===== config.mk =====
export PLATFORM = sky130hd
export DESIGN_NAME = jericalla_fetch_flat
export DESIGN_NICKNAME = d
export VERILOG_FILES = /design/src/rtl/jericalla_pkg.sv /design/src/rtl/jericalla_if.sv /design/src/rtl/jericalla_imem.sv /design/src/rtl/jericalla_fetch.sv /design/src/flat_wrapper.sv
export SDC_FILE = /design/constraint.sdc
export NUM_CORES = 1
export LEC_CHECK = 0
export CORE_MARGIN = 2
export CORE_UTILIZATION = 40
export DETAILED_ROUTE_END_ITERATION = 12
export PLACE_DENSITY = 0.61
export SYNTH_ARGS = -nofsm -noshare
export SYNTH_HDL_FRONTEND = slang
export SYNTH_SLANG_ARGS = --single-unit

===== constraint.sdc =====
create_clock -name clk -period 2.9 [get_ports clk]
set_input_delay 0.58 -clock clk [delete_from_list [all_inputs] [get_ports clk]]
set_output_delay 0.58 -clock clk [all_outputs]
set_load 0.02 [all_outputs]

===== src/rtl/jericalla_pkg.sv =====
// jericalla_pkg: shared widths, instruction fields, halt encoding and fetch states
package jericalla_pkg;
   localparam int INSTR_W = 17;
   localparam int DEPTH = 16;
   localparam int PC_W = $clog2(DEPTH);
   localparam int EN_BIT = 16;
   localparam int DIR1_LO = 12;
   localparam int DIR2_LO = 8;
   localparam int OP_LO = 4;
   localparam int DIRW_LO = 0;
   localparam logic [INSTR_W-1:0] HALT_WORD = '0;
   typedef enum logic [1:0] {IDLE, FETCH, ISSUE, DONE} state_t;
   // compare-only words (en=0) that leave zf set skip the following word
   function automatic logic [1:0] step_of(input logic [INSTR_W-1:0] w, input logic zf);
      return (!w[EN_BIT] && zf) ? 2'd2 : 2'd1;
   endfunction
endpackage


===== src/rtl/jericalla_if.sv =====
// jericalla_if: instruction handshake between the fetch unit and the datapath
interface jericalla_if;
   import jericalla_pkg::*;
   logic [INSTR_W-1:0] instruction;
   logic instr_valid;
   logic instr_ready;
   logic zf_in;
   modport master (output instruction, output instr_valid, input instr_ready, input zf_in);
   modport slave (input instruction, input instr_valid, output instr_ready, output zf_in);
endinterface


===== src/rtl/jericalla_imem.sv =====
// jericalla_imem: program memory with one write port and one registered read port
module jericalla_imem
   import jericalla_pkg::*;
(
   input  logic clk,
   input  logic we,
   input  logic [PC_W-1:0] waddr,
   input  logic [INSTR_W-1:0] wdata,
   input  logic [PC_W-1:0] raddr,
   output logic [INSTR_W-1:0] rdata
);
   logic [INSTR_W-1:0] mem [DEPTH];
   // write-first so a word loaded in the start cycle is what gets fetched
   always_ff @(posedge clk) begin
      if (we) mem[waddr] <= wdata;
      rdata <= (we && waddr == raddr) ? wdata : mem[raddr];
   end
endmodule


===== src/rtl/jericalla_fetch.sv =====
// jericalla_fetch: program sequencer issuing instructions to the Jericalla datapath
module jericalla_fetch
   import jericalla_pkg::*;
(
   input  logic clk,
   input  logic rst_n,
   input  logic start,
   input  logic prog_we,
   input  logic [PC_W-1:0] prog_addr,
   input  logic [INSTR_W-1:0] prog_data,
   jericalla_if.master bus,
   output logic [PC_W-1:0] pc,
   output logic busy,
   output logic done
);
   state_t state;
   logic [INSTR_W-1:0] word;
   logic [PC_W:0] sum;
   logic [PC_W-1:0] raddr;
   logic go, adv;
   assign go = start && (state == IDLE || state == DONE);
   assign sum = {1'b0, pc} + {{(PC_W-1){1'b0}}, step_of(bus.instruction, bus.zf_in)};
   assign adv = state == ISSUE && bus.instr_ready && !sum[PC_W];
   // read is launched with the pc being loaded, so the word is ready in FETCH
   assign raddr = go ? '0 : adv ? sum[PC_W-1:0] : pc;
   jericalla_imem u_imem (
      .clk(clk),
      .we(prog_we && !busy),
      .waddr(prog_addr),
      .wdata(prog_data),
      .raddr(raddr),
      .rdata(word)
   );
   always_ff @(posedge clk or negedge rst_n) begin
      if (!rst_n) begin
         state <= IDLE;
         pc <= '0;
         bus.instruction <= '0;
         bus.instr_valid <= 1'b0;
         busy <= 1'b0;
         done <= 1'b0;
      end else begin
         case (state)
            IDLE, DONE: if (start) begin
               state <= FETCH;
               pc <= '0;
               busy <= 1'b1;
               done <= 1'b0;
            end
            FETCH: if (word == HALT_WORD) begin
               state <= DONE;
               busy <= 1'b0;
               done <= 1'b1;
            end else begin
               state <= ISSUE;
               bus.instruction <= word;
               bus.instr_valid <= 1'b1;
            end
            ISSUE: if (bus.instr_ready) begin
               bus.instr_valid <= 1'b0;
               state <= adv ? FETCH : DONE;
               pc <= adv ? sum[PC_W-1:0] : pc;
               busy <= adv;
               done <= !adv;
            end
            default: state <= IDLE;
         endcase
      end
   end
endmodule


===== src/flat_wrapper.sv =====
// flat-port wrapper written by rule: the top's interface ports become plain ports
module jericalla_fetch_flat import jericalla_pkg::*;
  (clk, rst_n, start, prog_we, prog_addr, prog_data, pc, busy, done, bus_instruction, bus_instr_valid, bus_instr_ready, bus_zf_in);
  jericalla_if bus_i ();
  input  logic clk;
  input  logic rst_n;
  input  logic start;
  input  logic prog_we;
  input  logic [PC_W-1:0] prog_addr;
  input  logic [INSTR_W-1:0] prog_data;
  output logic [PC_W-1:0] pc;
  output logic busy;
  output logic done;
  output wire logic [$bits(bus_i.instruction)-1:0] bus_instruction;
  output wire logic [$bits(bus_i.instr_valid)-1:0] bus_instr_valid;
  input wire logic [$bits(bus_i.instr_ready)-1:0] bus_instr_ready;
  input wire logic [$bits(bus_i.zf_in)-1:0] bus_zf_in;
  assign bus_instruction = bus_i.instruction;
  assign bus_instr_valid = bus_i.instr_valid;
  assign bus_i.instr_ready = bus_instr_ready;
  assign bus_i.zf_in = bus_zf_in;
  jericalla_fetch u_core (.clk(clk), .rst_n(rst_n), .start(start), .prog_we(prog_we), .prog_addr(prog_addr), .prog_data(prog_data), .bus(bus_i), .pc(pc), .busy(busy), .done(done));
endmodule

==> results of run 1 <==
==> layout make-up <==
class / instances / area, µm²
clock buffer: 38 / 802
clock inverter: 17 / 249
fill: 2301 / 14200
inverter: 12 / 45.0
multi-input combinational: 254 / 2810
sequential: 302 / 8910
tap: 384 / 480
timing repair buffer: 132 / 1380
==> cells in the mapped netlist, types with 2 or more instances <==
library cell / n / area [µm²]
sky130_fd_sc_hd__a22o_1: 18 / 158
sky130_fd_sc_hd__o21ai_1: 3 / 15.0
sky130_fd_sc_hd__nand2_1: 28 / 105
sky130_fd_sc_hd__or3_1: 2 / 12.5
sky130_fd_sc_hd__dfrtp_1: 26 / 651
sky130_fd_sc_hd__buf_4: 3 / 22.5
sky130_fd_sc_hd__edfxtp_1: 272 / 8170
sky130_fd_sc_hd__nor2b_1: 5 / 31.3
sky130_fd_sc_hd__o22ai_1: 3 / 18.8
sky130_fd_sc_hd__clkbuf_1: 12 / 45.0
sky130_fd_sc_hd__or4_1: 2 / 15.0
sky130_fd_sc_hd__buf_2: 6 / 30.0
sky130_fd_sc_hd__mux4_2: 63 / 1420
sky130_fd_sc_hd__ha_1: 4 / 50.1
sky130_fd_sc_hd__a21oi_1: 13 / 65.1
sky130_fd_sc_hd__nand2b_1: 5 / 31.3
sky130_fd_sc_hd__nand3_1: 2 / 10.0
sky130_fd_sc_hd__mux2i_1: 12 / 120
sky130_fd_sc_hd__nor2_1: 25 / 93.8
sky130_fd_sc_hd__inv_1: 12 / 45.0
sky130_fd_sc_hd__o21ai_0: 9 / 45.0
sky130_fd_sc_hd__buf_6: 3 / 33.8
sky130_fd_sc_hd__a221oi_1: 6 / 52.6
sky130_fd_sc_hd__and2_1: 7 / 43.8
sky130_fd_sc_hd__buf_1: 3 / 11.3
sky130_fd_sc_hd__a22oi_1: 24 / 180
sky130_fd_sc_hd__nor3_1: 5 / 25.0
sky130_fd_sc_hd__dfxtp_1: 4 / 80.1
==> metrics by stage <==
stage	instances	power (µW)	area, µm²
after floorplan	595	6110	11800
after global placement	1071	6770	13400
after detailed placement	1071	6830	13400
after CTS	1135	11000	14600
after global routing	1139	11300	14700
final	1139	10900	14700
==> critical path, cell delays in order (launching register included) <==
cell and delay [ps]:
sky130_fd_sc_hd__dfxtp_4 410, sky130_fd_sc_hd__buf_12 170, sky130_fd_sc_hd__buf_16 130, sky130_fd_sc_hd__mux4_2 510, sky130_fd_sc_hd__a22oi_2 190, sky130_fd_sc_hd__nand2_1 110
sky130_fd_sc_hd__or4_4 420, sky130_fd_sc_hd__or4_4 470, sky130_fd_sc_hd__or3_4 370, sky130_fd_sc_hd__mux2i_1 180, sky130_fd_sc_hd__o21ai_1 90
==> kinds of logic (layout without fill, tap and decap cells) <==
family          count (synthesis)  in the layout  synth area share
flops                         302            302             0.756
simple gates                   87             87            0.0362
compound gates                 85             85            0.0533
mux                            76             76             0.132
buf+inv                        39            199            0.0159
fa+ha+maj                       5              5           0.00595
xor+xnor                        1              1          0.000744
==> worst max-delay path by stage <==
| stage | from | endpoint | cells after the start |
|---|---|---|---|
| after floorplan | flip-flop | u_core.done | 11 |
| after global placement | flip-flop | u_core.done | 10 |
| after detailed placement | flip-flop | u_core.done | 10 |
| after CTS | flip-flop | u_core.done | 9 |
| after global routing | flip-flop | u_core.done | 10 |
| final | flip-flop | u_core.done | 10 |
==> registers in the layout, indices dropped and copies added (netlist names), named ones only <==
register and flops:
u_core.state 2, u_core.busy 1, u_core.bus.instr_valid 1, u_core.pc 4
u_core.bus.instruction 17, u_core.u_imem.mem 272, u_core.done 1
==> power by group <==
part / internal [µW] / leakage (µW) / switching (µW)
clock: 2490 / 0.000505 / 1580
sequential: 4960 / 0.00281 / 160
combinational: 843 / 0.00149 / 874
==> repair_timing <==
item | 4_1_cts | 5_1_grt
cloned | 1 | 0
resized for setup | 13 | 7
pin swaps | 1 | 2
buffers inserted | 8 | 4
endpoints found under the setup margin | 21 | 21
==> routing by layer <==
layer,share of wire,vias to the layer above,global-route usage,routed length [µm]
li1,-,2725,-,-
met4,0.022,0,0.0475,596
met1,0.42,3333,0.249,11600
met3,0.050,37,0.0197,1360
met2,0.51,213,0.309,13900
met5,0,-,0,0
==> metrics.log, run 1 <==
INFO  metric antenna_found_initial = 0
INFO  metric layout_common_cells = 272 x sky130_fd_sc_hd__edfxtp_1, 63 x sky130_fd_sc_hd__mux4_2, 61 x sky130_fd_sc_hd__buf_4
INFO  metric residual_drc_count = 0
INFO  metric achievable_freq = roughly 320 MHz
INFO  metric finalWirelength = between 20000 and 30000 µm
INFO  metric critical_path.reg2reg.endpoint = u_core.done
INFO  metric first_pass_iters = 5
INFO  metric worstHoldPathType = input pin to asynchronous set/reset pin
INFO  metric layout-drive-gt1-share = 0.306
INFO  metric most_common_library_cell_in_the_layout_ignoring_fill_and_taps = sky130_fd_sc_hd__edfxtp_1
INFO  metric synth_flop_cell = sky130_fd_sc_hd__edfxtp_1
INFO  metric worstPathRequired = between 3000 and 4000 ps
INFO  metric drv.max_cap_violation_count = 0
INFO  metric path_clk_slew = about 60 ps
INFO  metric worst-endpoint-arrival = roughly 3600 ps
INFO  metric cts.path.max_buffers = 3
INFO  metric report.final.setup_viol = 21
INFO  metric timing.critical_path.from_type = flip-flop
INFO  metric rsz_0062_raised_after_global_routing = true
INFO  metric fp.dieH = 176 µm
INFO  metric place.port_buffers = 50
INFO  metric p_per_area = 743 nW/µm²
INFO  metric cts-root-buf = sky130_fd_sc_hd__clkbuf_16
INFO  metric layout.core_utilization = 0.508
INFO  metric avgSynthCellArea = ~20 µm²
INFO  metric effective_utilization_at_floorplan = 0.408
INFO  metric power.static_leakage = slightly below 0.005 µW
INFO  metric slew_headroom = 0.625
INFO  metric die-area = approximately 30000 µm²
INFO  metric endpoint_kind = flip-flop
INFO  metric route.antenna.remaining_nets = 0
INFO  metric gr-usage-all-layers = 0.181
INFO  metric post_synth_num_cell_types = 46
INFO  metric globalRoute.totalOverflow = 0
INFO  metric grt_pass1_vias = between 6000 and 7000
INFO  metric final_period_minus_worst_setup_slack = approximately 3200 ps
INFO  metric detailroute.via_count = 6308
INFO  metric clkLatencyLatePin = roughly 550 ps
INFO  metric detailedRoute.firstIterationViolations = between 500 and 600
INFO  metric postSynthRegisterBits = approximately 300
INFO  metric syn_nets = about 630
INFO  metric syn_area = between 10000 and 15000 µm²
INFO  metric h-tree-depth = 1
INFO  metric tritoncts = done
INFO  metric synth_warnings = 0
INFO  metric power.ir.vdd_worst = about 0.00046 V
INFO  metric place_worst_setup_slack = -292 ps
INFO  metric global_route_wire_length_before_repair = approximately 41000 µm
INFO  metric synth-edff-count = roughly 270
INFO  metric tightest_slew = around 560 ps
INFO  metric core_box_area = a little under 30000 µm²
INFO  metric synth-seq-area-share = 0.756
INFO  metric reg2regPathDepth = 10
INFO  metric place.gp.congestion = ~0.8
INFO  metric pin_count_of_the_biggest_net_entering_global_routing = 27
INFO  metric cts_buffers = 30
INFO  metric finClkSkew = ~8.2 ps
INFO  metric ff2ff_setup_slack = -270 ps
INFO  metric area_growth_syn_to_layout = 24.7%
INFO  metric path_class = flip-flop to flip-flop
INFO  metric share_of_async_settable_or_async_resettable_flops_after_synthesis = 0.0861
INFO  metric final.period_utilization = 1.09
INFO  metric layout.nets = 764
INFO  metric vias_per_cell = around 5.5
INFO  metric std_cell_rows = between 60 and 70
INFO  metric timing.setup.tns = -3800 ps
INFO  metric detail_route.wl_per_cell = 24.0 µm
INFO  metric slew_viol_final = 0
INFO  metric final_hold_viol_count = 0
INFO  metric finalWorstSetupSlack = -270 ps
INFO  metric post-dp-hpwl = 16700 µm
INFO  metric failed_checks = setup timing
INFO  metric hold_ws = about 420 ps
INFO  metric count_of_antenna_diodes_in_the_layout = 0
INFO  metric clock-sinks = a little over 300
INFO  metric synth_cells = around 600
INFO  metric run_status = finished, violations left
INFO  metric floorplan.io_pins = ~50
INFO  metric hold_buffers = 0
INFO  metric die_w = between 150 and 200 µm
INFO  metric critical_path_peak_fanout = 8
Note: power is estimated with default switching activity, not from simulation.
==> inputs of run 2 (changes only) <==
- GPL_TIMING_DRIVEN: unset -> 0
==> run 2 against run 1 <==
Against the previous run: worst setup slack lost 35 ps; via count shrank 1.1%; clock skew increased by 2.4 ps; wire length is 0.79% higher; cell area shrank 0.62%; the flow still finishes with violations (setup timing); die area did not move; register-to-register slack worse by 40 ps; critical path type unchanged; largest power group unchanged; non-clock buffer count shrank 16; clock power down 6.6%; first-iteration DRC count grew 12%; sequential share of layout area up 0.35 points; sequential cell count did not move.
==> metrics.log, run 2 (synthesized netlist as in run 1, its figures left out) <==
INFO  metric run_status = finished, violations left
INFO  metric failed_checks = setup timing
INFO  metric residual_drc_count = 0 (unchanged)
INFO  metric timing.critical_path.from_type = flip-flop
INFO  metric finalWorstSetupSlack = -305 ps (-35.3 ps)
INFO  metric fp.dieH = 176 µm (unchanged)
INFO  metric min_from = u_core.bus.instruction[8]
INFO  metric core_box_area = 28900 µm² (unchanged)
INFO  metric most_common_library_cell_in_the_layout_ignoring_fill_and_taps = sky130_fd_sc_hd__edfxtp_1
INFO  metric gr-usage-all-layers = 0.182 (+0.00145)
INFO  metric timing.setup.tns = -5070 ps (-1270 ps)
INFO  metric p_per_area = 728 nW/µm² (-2.0%)
INFO  metric tritoncts = done
INFO  metric achievable_freq = 312 MHz (-1.1%)
INFO  metric critical_path.reg2reg.endpoint = u_core.busy
INFO  metric cts-root-buf = sky130_fd_sc_hd__clkbuf_16
INFO  metric finalWirelength = 27600 µm (+0.79%)
INFO  metric tightest_slew = 1240 ps (+682 ps)
INFO  metric min_delay_worst_endpoint = u_core.bus.instruction[8]
INFO  metric h-tree-depth = 1 (unchanged)
INFO  metric clkLatencyLatePin = 550 ps (about the same)
INFO  metric worst-endpoint-arrival = 3680 ps (+80 ps)
INFO  metric place.port_buffers = 50 (unchanged)
INFO  metric worstPathRequired = 3370 ps (+40 ps)
INFO  metric detailroute.via_count = 6239 (-1.1%)
INFO  metric endpoint_kind = flip-flop
INFO  metric pin_count_of_the_biggest_net_entering_global_routing = 27 (unchanged)
INFO  metric post-dp-hpwl = 18800 µm (+13%)
INFO  metric filler_cell_count = 2307 (+0.26%)
INFO  metric floorplan.io_pins = 51 (unchanged)
INFO  metric slew_headroom = 0.169 (-0.456)
INFO  metric total_power = 10600 µW (-2.6%)
INFO  metric final.period_utilization = 1.11 (+0.0122)
INFO  metric power.ir.vdd_worst = 0.000425 V (-7.5%)
INFO  metric drv.max_cap_violation_count = 0 (unchanged)
INFO  metric antenna_found_initial = 0 (unchanged)
INFO  metric finClkSkew = 10.7 ps (+2.44 ps)
INFO  metric clock-sinks = 302 (unchanged)
INFO  metric layout-drive-gt1-share = 0.300 (-0.00637)
INFO  metric layout.core_utilization = 0.505 (-0.00316)
INFO  metric report.final.setup_viol = 21 (unchanged)
INFO  metric gr-usage-met2 = 0.312 (+0.00262)
INFO  metric grt_pass1_vias = 6553 (+0.65%)
INFO  metric path_clk_slew = 60 ps (about the same)
INFO  metric std_cell_rows = 62 (unchanged)
INFO  metric reg2regPathDepth = 12 (+2)
INFO  metric max_reg_flops = 272 (unchanged)
INFO  metric final_hold_viol_count = 0 (unchanged)
INFO  metric critical_path_peak_fanout = 10 (+2)
INFO  metric globalRouteMet1Util = 0.250 (+0.000704)
INFO  metric count_of_antenna_diodes_in_the_layout = 0 (unchanged)
INFO  metric route.antenna.remaining_nets = 0 (unchanged)
INFO  metric cts.path.max_buffers = 3 (unchanged)
INFO  metric global_route_wire_length_before_repair = 41400 µm (+0.40%)
INFO  metric first_pass_iters = 5 (unchanged)
INFO  metric hold_buffers = 0 (unchanged)
INFO  metric place.gp.congestion = 0.772 (-3.2%)
INFO  metric layout_common_cells = 272 x sky130_fd_sc_hd__edfxtp_1, 63 x sky130_fd_sc_hd__mux4_2, 50 x sky130_fd_sc_hd__clkdlybuf4s50_1
INFO  metric vias_per_cell = 5.55 (+0.14%)
INFO  metric detail_route.wl_per_cell = 24.5 µm (+2.0%)
INFO  metric area_growth_syn_to_layout = 23.9%
INFO  metric slew_viol_final = 0 (unchanged)
INFO  metric power.static_leakage = 0.00469 µW (-2.4%)
INFO  metric effective_utilization_at_floorplan = 0.408 (unchanged)
INFO  metric ff2ff_setup_slack = -300 ps (-40 ps)
INFO  metric most_flop_heavy_register = u_core.u_imem.mem
INFO  metric die-area = 30800 µm² (unchanged)
INFO  metric met3_usage = 0.0242 (+0.00455)
INFO  metric path_class = flip-flop to flip-flop
INFO  metric globalRoute.totalOverflow = 0 (unchanged)
INFO  metric grt.busiest_layer = met2
INFO  metric rsz_0062_raised_after_global_routing = true
INFO  metric detailedRoute.firstIterationViolations = 607 (+12%)
INFO  metric biggest_regs = u_core.u_imem.mem: 272 flops, u_core.bus.instruction: 17 flops, u_core.pc: 4 flops
INFO  metric die_w = 176 µm (unchanged)
INFO  metric final_period_minus_worst_setup_slack = 3200 ps (+35.3 ps)
INFO  metric min_path_cells = 2
INFO  metric layout.nets = 749 (-2.0%)
INFO  metric cts_buffers = 31 (+3.3%)
INFO  metric worstHoldPathType = flip-flop to flip-flop
==> run 2: cell types whose count changed in the layout (fill, tap and decap cells not counted), moves of 4 or more <==
cell / before / now
sky130_fd_sc_hd__clkbuf_1: 7 / 11
sky130_fd_sc_hd__nand2_1: 25 / 21
sky130_fd_sc_hd__buf_8: 0 / 10
sky130_fd_sc_hd__a22oi_2: 5 / 16
sky130_fd_sc_hd__clkinv_1: 1 / 10
sky130_fd_sc_hd__nand2_2: 3 / 7
sky130_fd_sc_hd__buf_4: 61 / 17
sky130_fd_sc_hd__buf_12: 16 / 7
sky130_fd_sc_hd__buf_6: 2 / 14
sky130_fd_sc_hd__a22oi_1: 19 / 8
==> run 2: per-stage QoR <==
stage / instance area [µm²] / hold WS, ps / std cells / setup WS (ps)
after CTS: 14600 / 495 / 1125 / -310
after floorplan: 11800 / 284 / 595 / -50.9
after detailed placement: 13200 / 483 / 1049 / -845
after global placement: 12800 / 474 / 1029 / -2020
after global routing: 14600 / 530 / 1125 / -412
final: 14600 / 496 / 1125 / -305
==> run 2: layout make-up <==
class / instances / area (µm²) / share of cell area
well taps: 384 / 480 / 0.0329
inverters: 12 / 45.0 / 0.00309
multi-input cells: 254 / 2880 / 0.197
plain buffers: 26 / 268 / 0.0184
clock buffers: 36 / 795 / 0.0545
repair buffers: 90 / 1040 / 0.0712
flip-flops and latches: 302 / 8900 / 0.610
clock inverters: 21 / 176 / 0.0121
==> run 2: where the power goes <==
part / switching [µW] / internal (µW) / total [µW]
sequential: 144 / 4960 / 5100
clock: 1580 / 2210 / 3800
combinational: 900 / 822 / 1720
==> run 2: critical path, stage by stage, from the launching register on <==
cell and delay [ps]:
sky130_fd_sc_hd__dfxtp_2 350, sky130_fd_sc_hd__buf_12 140, sky130_fd_sc_hd__buf_12 140, sky130_fd_sc_hd__buf_12 130, sky130_fd_sc_hd__mux4_2 490, sky130_fd_sc_hd__a22o_1 260
sky130_fd_sc_hd__a221oi_4 250, sky130_fd_sc_hd__nand2_1 100, sky130_fd_sc_hd__or4_4 550, sky130_fd_sc_hd__o31ai_4 320, sky130_fd_sc_hd__buf_6 190, sky130_fd_sc_hd__a21oi_2 60
sky130_fd_sc_hd__a31oi_2 130
==> run 2: repair_timing <==
item	CTS	global route
gates resized for setup	55	8
setup buffers	17	0
endpoints found under the hold margin	0	0
cloned	3	0
pin swaps	15	0
endpoints found under the setup margin	21	22
==> run 2: how the worst max path moves through the flow <==
stage	startpoint	endpoint	slack, ps
floorplan	flip-flop	u_core.done	-50
global placement	prog_we	u_core.u_imem.mem[4][6]	-2020
detailed placement	flip-flop	u_core.bus.instruction[2]	-840
CTS	flip-flop	u_core.busy	-310
global route	flip-flop	u_core.done	-410
finish	flip-flop	u_core.busy	-300
==> run 2: per-layer routing <==
metal	wire length [µm]	vias to the layer above
met5	0	-
li1	-	2706
met1	11800	3288
met4	540	0
met3	1410	44
met2	13900	201
